### config.mk
export PLATFORM = sky130hd
export DESIGN_NAME = stage_mem
export DESIGN_NICKNAME = d
export VERILOG_FILES = /design/src/rtl/stage_mem.sv
export SDC_FILE = /design/constraint.sdc
export NUM_CORES = 1
export LEC_CHECK = 0
export ABC_CLOCK_PERIOD_IN_PS = 5900
export CORE_ASPECT_RATIO = 0.7
export CORE_UTILIZATION = 45
export DETAILED_ROUTE_END_ITERATION = 12
export DONT_BUFFER_PORTS = 1
export GPL_TIMING_DRIVEN = 0
export SETUP_SLACK_MARGIN = 0.4
export SLEW_MARGIN = 20
export SYNTH_ARGS = -nofsm -noshare
export SYNTH_HDL_FRONTEND = slang
export SYNTH_SLANG_ARGS = --single-unit
### constraint.sdc
create_clock -name clk -period 5.9 [get_ports clk]
set_input_delay 1.18 -clock clk [delete_from_list [all_inputs] [get_ports clk]]
set_output_delay 1.18 -clock clk [all_outputs]
set_load 0.01 [all_outputs]
### src/rtl/stage_mem.sv
// stage_mem: memory-access pipeline stage.
// Loads and stores are done over a byte-serial, little-endian memory port,
// one byte per mem_req/mem_ready handshake. The stage holds the pipeline with
// stallreq until the access completes, then presents the write-back triple.
module stage_mem #(
   parameter int ADDR_W = 32
) (
   input  logic              clk,
   input  logic              rst,
   input  logic [7:0]        aluop_i,
   input  logic [4:0]        reg_waddr_i,
   input  logic              we_i,
   input  logic [31:0]       reg_wdata_i,
   input  logic [ADDR_W-1:0] mem_addr_i,
   input  logic [31:0]       rt_data_i,
   input  logic [7:0]        mem_rdata,
   input  logic              mem_ready,
   output logic [4:0]        reg_waddr_o,
   output logic              we_o,
   output logic [31:0]       reg_wdata_o,
   output logic              stallreq,
   output logic              mem_req,
   output logic              mem_we,
   output logic [ADDR_W-1:0] mem_addr_o,
   output logic [7:0]        mem_wdata
);

   localparam logic [7:0] EXE_LB_OP  = 8'b1110_0000;
   localparam logic [7:0] EXE_LH_OP  = 8'b1110_0001;
   localparam logic [7:0] EXE_LW_OP  = 8'b1110_0011;
   localparam logic [7:0] EXE_LBU_OP = 8'b1110_0100;
   localparam logic [7:0] EXE_LHU_OP = 8'b1110_0101;
   localparam logic [7:0] EXE_SB_OP  = 8'b1110_1000;
   localparam logic [7:0] EXE_SH_OP  = 8'b1110_1001;
   localparam logic [7:0] EXE_SW_OP  = 8'b1110_1011;

   typedef enum logic [1:0] {
      ST_IDLE   = 2'd0,
      ST_ACCESS = 2'd1,
      ST_DONE   = 2'd2
   } state_t;

   state_t      state_r;
   logic [1:0]  cnt_r;
   logic [31:0] buf_r;
   logic        mem_op_s;
   logic        store_op_s;
   logic [1:0]  last_idx_s;

   function automatic logic is_mem_op(input logic [7:0] op);
      case (op)
         EXE_LB_OP, EXE_LH_OP, EXE_LW_OP, EXE_LBU_OP, EXE_LHU_OP,
         EXE_SB_OP, EXE_SH_OP, EXE_SW_OP: return 1'b1;
         default:                         return 1'b0;
      endcase
   endfunction

   function automatic logic is_store_op(input logic [7:0] op);
      case (op)
         EXE_SB_OP, EXE_SH_OP, EXE_SW_OP: return 1'b1;
         default:                         return 1'b0;
      endcase
   endfunction

   // Index of the final byte of the access (size minus one).
   function automatic logic [1:0] last_byte_idx(input logic [7:0] op);
      case (op)
         EXE_LH_OP, EXE_LHU_OP, EXE_SH_OP: return 2'd1;
         EXE_LW_OP, EXE_SW_OP:             return 2'd3;
         default:                          return 2'd0;
      endcase
   endfunction

   // Sign- or zero-extend the assembled load bytes according to the op.
   function automatic logic [31:0] load_ext(input logic [7:0] op, input logic [31:0] b);
      case (op)
         EXE_LB_OP:  return {{24{b[7]}}, b[7:0]};
         EXE_LBU_OP: return {24'd0, b[7:0]};
         EXE_LH_OP:  return {{16{b[15]}}, b[15:0]};
         EXE_LHU_OP: return {16'd0, b[15:0]};
         EXE_LW_OP:  return b;
         default:    return 32'd0;
      endcase
   endfunction

   assign mem_op_s   = is_mem_op(aluop_i);
   assign store_op_s = is_store_op(aluop_i);
   assign last_idx_s = last_byte_idx(aluop_i);

   // Write-back outputs and stall request, decoded from the current state.
   always_comb begin
      reg_waddr_o = 5'd0;
      we_o        = 1'b0;
      reg_wdata_o = 32'd0;
      stallreq    = 1'b0;
      if (rst) begin
         reg_waddr_o = 5'd0;
         we_o        = 1'b0;
         reg_wdata_o = 32'd0;
         stallreq    = 1'b0;
      end else if (!mem_op_s) begin
         reg_waddr_o = reg_waddr_i;
         we_o        = we_i;
         reg_wdata_o = reg_wdata_i;
         stallreq    = 1'b0;
      end else begin
         reg_waddr_o = reg_waddr_i;
         case (state_r)
            ST_DONE: begin
               stallreq = 1'b0;
               if (store_op_s) begin
                  we_o        = 1'b0;
                  reg_wdata_o = 32'd0;
               end else begin
                  we_o        = we_i;
                  reg_wdata_o = load_ext(aluop_i, buf_r);
               end
            end
            ST_IDLE, ST_ACCESS: begin
               stallreq    = 1'b1;
               we_o        = 1'b0;
               reg_wdata_o = 32'd0;
            end
            default: begin
               stallreq    = 1'b1;
               we_o        = 1'b0;
               reg_wdata_o = 32'd0;
            end
         endcase
      end
   end

   // Access sequencer: issues one byte request per handshake and collects load bytes.
   always_ff @(posedge clk) begin
      if (rst) begin
         state_r    <= ST_IDLE;
         cnt_r      <= 2'd0;
         buf_r      <= 32'd0;
         mem_req    <= 1'b0;
         mem_we     <= 1'b0;
         mem_addr_o <= '0;
         mem_wdata  <= 8'd0;
      end else begin
         case (state_r)
            ST_IDLE: begin
               if (mem_op_s) begin
                  state_r    <= ST_ACCESS;
                  cnt_r      <= 2'd0;
                  buf_r      <= 32'd0;
                  mem_req    <= 1'b1;
                  mem_we     <= store_op_s;
                  mem_addr_o <= mem_addr_i;
                  mem_wdata  <= rt_data_i[7:0];
               end else begin
                  mem_req <= 1'b0;
               end
            end
            ST_ACCESS: begin
               if (mem_req && mem_ready) begin
                  if (!store_op_s) begin
                     buf_r[{cnt_r, 3'b000} +: 8] <= mem_rdata;
                  end
                  if (cnt_r != last_idx_s) begin
                     cnt_r      <= cnt_r + 2'd1;
                     mem_addr_o <= mem_addr_o + ADDR_W'(1);
                     mem_wdata  <= rt_data_i[{cnt_r + 2'd1, 3'b000} +: 8];
                  end else begin
                     mem_req <= 1'b0;
                     state_r <= ST_DONE;
                  end
               end
            end
            ST_DONE: begin
               mem_req <= 1'b0;
               state_r <= ST_IDLE;
            end
            default: begin
               mem_req <= 1'b0;
               state_r <= ST_IDLE;
            end
         endcase
      end
   end

endmodule

# After elaboration in Yosys (flattened, before gate mapping)
# Cells that the tools add are included.
[word_totals] latchBits=0 rom_bits=0 in_bits=121 mem_bits_rw=0 out_inout_bits=81 reg_bits=78 elab_cells=82 mem_count=0
[classes] multipliers=0 n_bitwise=0 magnitude_cmp=0 n_div=0 reduce_logical=12 eq_ne=16 muxes=41 add_sub_neg=3 shift=3
[op_table] cell="$mux 32" n=10
[op_table] cell="$pmux 32 s5" n=1
[op_table] cell="$pmux 32 s2" n=2
[op_table] cell="$eq 8x8->1 const B" n=8
[op_table] cell="$add 32x1->32 const B" n=1
[op_table] cell="$bwmux 32" n=1
[op_table] cell="$shift 8x7->32 const A" n=1
[op_table] cell="$shiftx 32x6->8" n=1
[op_table] cell="$shiftx 8x7->32" n=1
[op_table] cell="$mux 8" n=3
[op_table] cell="$pmux 8 s2" n=1
[op_table] cell="$mux 1" n=12
[op_table] cell="$mux 2" n=6
[op_table] cell="$pmux 2 s2" n=3
[op_table] cell="$ne 2x2->1 const B" n=5
[op_table] cell="$reduce_and 4->1" n=2
[op_table] cell="$reduce_or 8->1" n=1
[op_table] cell="$neg 5->7" n=1
[op_table] cell="$reduce_or 3->1" n=2
[op_table] cell="$mux 5" n=1
[op_table] cell="$reduce_and 2->1" n=2
[op_table] cell="$reduce_and 3->1" n=1
[op_table] cell="$add 2x1->2 const B" n=1
[op_table] cell="$eq 2x1->1 const B" n=1
[op_table] cell="other kinds (7)" n=7

# Logic depth before layout (Yosys ltp)
[logic_depth] word_depth=7 ltp_mapped=9 ltp_nobuf=7

# Worst setup path after synthesis
# OpenSTA, ideal clock, no wires.
[synth_path] path_kind="input to output" from="input port aluop_i[4]" to="output port reg_wdata_o[10]" stages=6 path_buffers=1 t_arrival_ns=2.846 required_time_ns=4.720 slack_ns=1.874 cell_sequence="nand4b_1 -> clkbuf_1 -> nor4b_1 -> a21o_1 -> a22oi_1 -> nor2_1"
[synth_between] elab_chain_len=7 elab_cells_between_ends=17 cone_classes="eq/ne (8); mux (7); reduce/logical (2)"
[synth_lines] item="start, declared" line="10" source="input logic [7:0] aluop_i,"
[synth_lines] item="$eq 8x8->1" line="51, 59"
[synth_lines] item="$reduce_or 3->1" line="59" source="case (op)"
[synth_lines] item="$mux 1" line="59"
[synth_lines] item="$mux 32" line="111" source="if (store_op_s) begin"
[synth_lines] item="$mux 32" line="108" source="case (state_r)"
[synth_lines] item="$mux 32 (*)" line="101" source="end else if (!mem_op_s) begin"
[synth_lines] item="$mux 32 (*)" line="96" source="if (rst) begin"
[synth_lines] item="end, declared" line="20" source="output logic [31:0] reg_wdata_o,"
# Every way passes the cells marked *; elsewhere a longest branch is shown, timed or not.

# Worst setup path after layout
[layout_path] from="input port aluop_i[7]" to="output port reg_wdata_o[28]"
# Same word-level chain as after synthesis.

==> metrics.csv <==
stage,metric,value,unit
status,status,completed,
timing,Layout Skew,0.00582,ns
layout,Filler Cells Inserted,1105,
layout,layout cells sized above 1,3.98,%
synthesis,Ys Warns,0,
clock_network,CTS Buf Count,9,
placed_design,placer's final routability congestion estimate,0.904,
critical_path,R2R Path End,buf_r[2],
power,Psw,0.000300,W
hold_path,hold path startpoint,buf_r[24],
timing,RSZ-0062 raised after global routing,no,
clock_network,postcts setup bufs,0,
grt,initial antenna violation count,0,
grt,vias in the first global route,5006,
critical_path,CP Buf/Inv Count,3,
synthesis,"area leader, netlist",dfxtp_1,
clock_network,post-CTS sizing,0,
critical_path,Reg2Reg Depth,8,
layout,n_diodes,0,
power,peak supply drop,0.143,mV
clock_network,"Clk Latency, worst-skew pair",0.34,ns
floorplanning,I/O pin cnt,202,
run,max capacitance violation total,0,
placed_design,Buffers on Ports,0,
placed_design,HPWL Detailed,13.3,mm
synthesis,post-synthesis register bit count,78,
layout,Layout area overhead,10.4,%
clock_network,Clock Sinks,78,
routing,Antenna Nets Post-Route,0,
timing,max-slew violations,0,
synthesis,post-synthesis sequential area ratio,30.6,%
timing,Worst-Margin Slew,0.958,ns
synthesis,Async SR Flop Fraction,0,%
grt,largest net degree at the start of global routing,13,
timing,Final Setup Violations,0,
clock_network,Root Driver,clkbuf_16,
critical_path,worst path required time,4.72,ns
synthesis,syn nets,813,
power,P per Cell Area,227,nW/um2
routing,drt first pass iters,6,
synthesis,Netlist cell types,47,
timing,final critical-path required period,4.45,ns
critical_path,worst r2r src,cnt_r[0],
floorplanning,Die W,129,um
synthesis,ys flop type,dfxtp_1,
layout,Post-layout nets,824,
hold_path,Hold EP,buf_r[24],
clock_network,"CTS clk-pin slew, worst paths",0.06,ns
floorplanning,Core Region,11000,um2
timing,Fin. Hold Viols,0,
timing,Slew headroom,36.0,%
critical_path,max incr delay on CP,0.49,ns
power,Leak,1.95,nW
clock_network,CTS max path bufs,2,
floorplanning,die height,91.0,um
power,sequential share of power,42.3,%
timing,Fmax,225,MHz
critical_path,critical path class,in2out,
critical_path,slowest CP cell,clkbuf_1,
routing,routed length per instance,20.8,um
synthesis,post-synth top area share,30.6,%
routing,DRC Markers,0,
synthesis,most area-consuming cells after synthesis,"dfxtp_1 31%, a21oi_1 10%, nand2b_1 6.0%",
floorplanning,Starting Density,46.3,%
critical_path,worst-path fanout max,10,
power,Pint,0.000980,W
critical_path,CP Cell Sequence,"nand4b_1, clkbuf_1, a21o_1, clkbuf_1, clkbuf_1, a22oi_1, nor2_1",
timing,Setup TNS Final,0,ns
critical_path,Worst Path Arrival,3.27,ns
power,combinational share of power,8.0,%
grt,gr ovfl total,0,
floorplanning,Die ar.,11800,um2
grt,first-pass GRT wire length,27.5,mm
synthesis,Post-synth EDFFs,0,
clock_network,hold_buf cts,0,
clock_network,CTS tree,yes,
power,Clk pwr share,49.7,%
critical_path,Crit. Startpoint,aluop_i[7],
synthesis,most common cell in the netlist,a21oi_1,
synthesis,most frequent cells after synthesis,"102 x a21oi_1, 78 x dfxtp_1, 55 x nor2_1",
critical_path,r2r setup slk,3.24,ns
grt,GRT Overall Usage,30.5,%
synthesis,synthesized area,5100,um2
hold_path,Worst Hold Class,reg2reg,
routing,drt initial violations,625,
routing,Vias,5494,
critical_path,Worst setup EP type,output port,
critical_path,most frequent CP cell,clkbuf_1,
hold_path,Hold Crit Depth,2,
routing,drt total wl,17.8,mm
floorplanning,row cnt,32,
timing,final worst path period share,75.4,%
synthesis,Cells after Synth,687,
timing,Worst Hold Margin,0.473,ns
critical_path,CP Launch Type,input pin,
synthesis,"Avg Cell Area, Syn",7.42,um2
clock_network,htree depth,3,
power,Sw Ratio,23.4,%
critical_path,Crit path max-delay family,buffers and inverters,
routing,Vias/cell,6.42,
## worst max path at each step
| stage | slack, ns | depth (start not counted) | end |
|---|---|---|---|
| CTS | 1.50 | 7 | reg_wdata_o[28] |
| global placement | 1.32 | 6 | reg_wdata_o[8] |
| global route | 1.27 | 7 | reg_wdata_o[28] |
| detailed placement | 1.50 | 7 | reg_wdata_o[28] |
| floorplan | 1.87 | 6 | reg_wdata_o[10] |
| finish | 1.45 | 7 | reg_wdata_o[28] |
## state kept, by name, indices dropped and copies added, names as in the netlist
name        count
buf_r          32
cnt_r           2
mem_addr_o     32
mem_req         1
mem_wdata       8
mem_we          1
state_r         2
## kinds of logic (layout without fill, tap and decap cells)
group                    after synthesis  in the layout  synth area share [%]
adder cells (fa/ha/maj)                5              5                  1.23
AO/OA/AOI/OAI                        242            242                  31.4
buffers and inverters                 72             88                  5.72
AND/OR/NAND/NOR                      279            279                  28.9
multiplexers                          11             11                  2.16
flip-flops                            78             78                  30.6
## cell type report
cell class	count	area [um2]	share of cell area, %
clock inverter	4	95.1	1.69
clock buffer	12	236	4.20
tap	153	191	3.40
multi-input combinational	537	3250	57.8
sequential	78	1560	27.8
inverter	6	22.5	0.400
buffer	66	269	4.78
## power groups by stage
stage	sequential [W]	clock, W	combinational (W)
final	0.000541	0.000636	0.000103
after global routing	0.000541	0.000665	0.000113
after CTS	0.000540	0.000643	0.000101
after detailed placement	0.000552	0	0.000101
after global placement	0.000552	0	0.0000991
after floorplan	0.000550	0	0.0000787
## routing by layer
metal	GRT usage, %	vias to the layer above	part of all wire [%]
li1	-	2571	-
met1	42.8	2573	45
met2	43.8	320	41
met3	9.31	30	12
met4	9.61	0	1.9
met5	0	-	0
## stage by stage
stage	area (um2)	cells	setup slack, ns	power [W]	utilization (%)
floorplan	5100	687	1.87	0.000629	-
global placement	5290	840	1.32	0.000651	48.0
detailed placement	5300	840	1.50	0.000653	48.1
CTS	5630	856	1.50	0.00128	51.1
global route	5630	856	1.27	0.00132	51.1
finish	5630	856	1.45	0.00128	51.1
## worst min-delay path, cell delays in order (launching register included)
cell and delay [ns]:
dfxtp_1 0.31, nand2b_1 0.06, a21oi_1 0.05
## cells in the final DEF (no fill, tap or decap), drive strengths merged, types with 4 or more instances in the layout
master / netlist / routed
nor3: 10 / 10
o221ai: 8 / 8
a21oi: 102 / 102
nand2b: 49 / 49
a31oi: 4 / 4
a311oi: 6 / 6
and2: 5 / 5
inv: 6 / 6
nor2: 55 / 55
dfxtp: 78 / 78
and3: 8 / 8
o311ai: 4 / 4
or3: 6 / 6
buf: 12 / 12
nand3: 47 / 47
nand4: 11 / 11
nor4b: 4 / 4
o32ai: 12 / 12
clkbuf: 54 / 66
a21o: 28 / 28
nor4: 8 / 8
o31ai: 6 / 6
ha: 5 / 5
mux2i: 11 / 11
and4: 12 / 12
nor2b: 8 / 8
nand2: 50 / 50
o21ai: 22 / 22
a22oi: 32 / 32
Power figures use the tool's default switching activity.
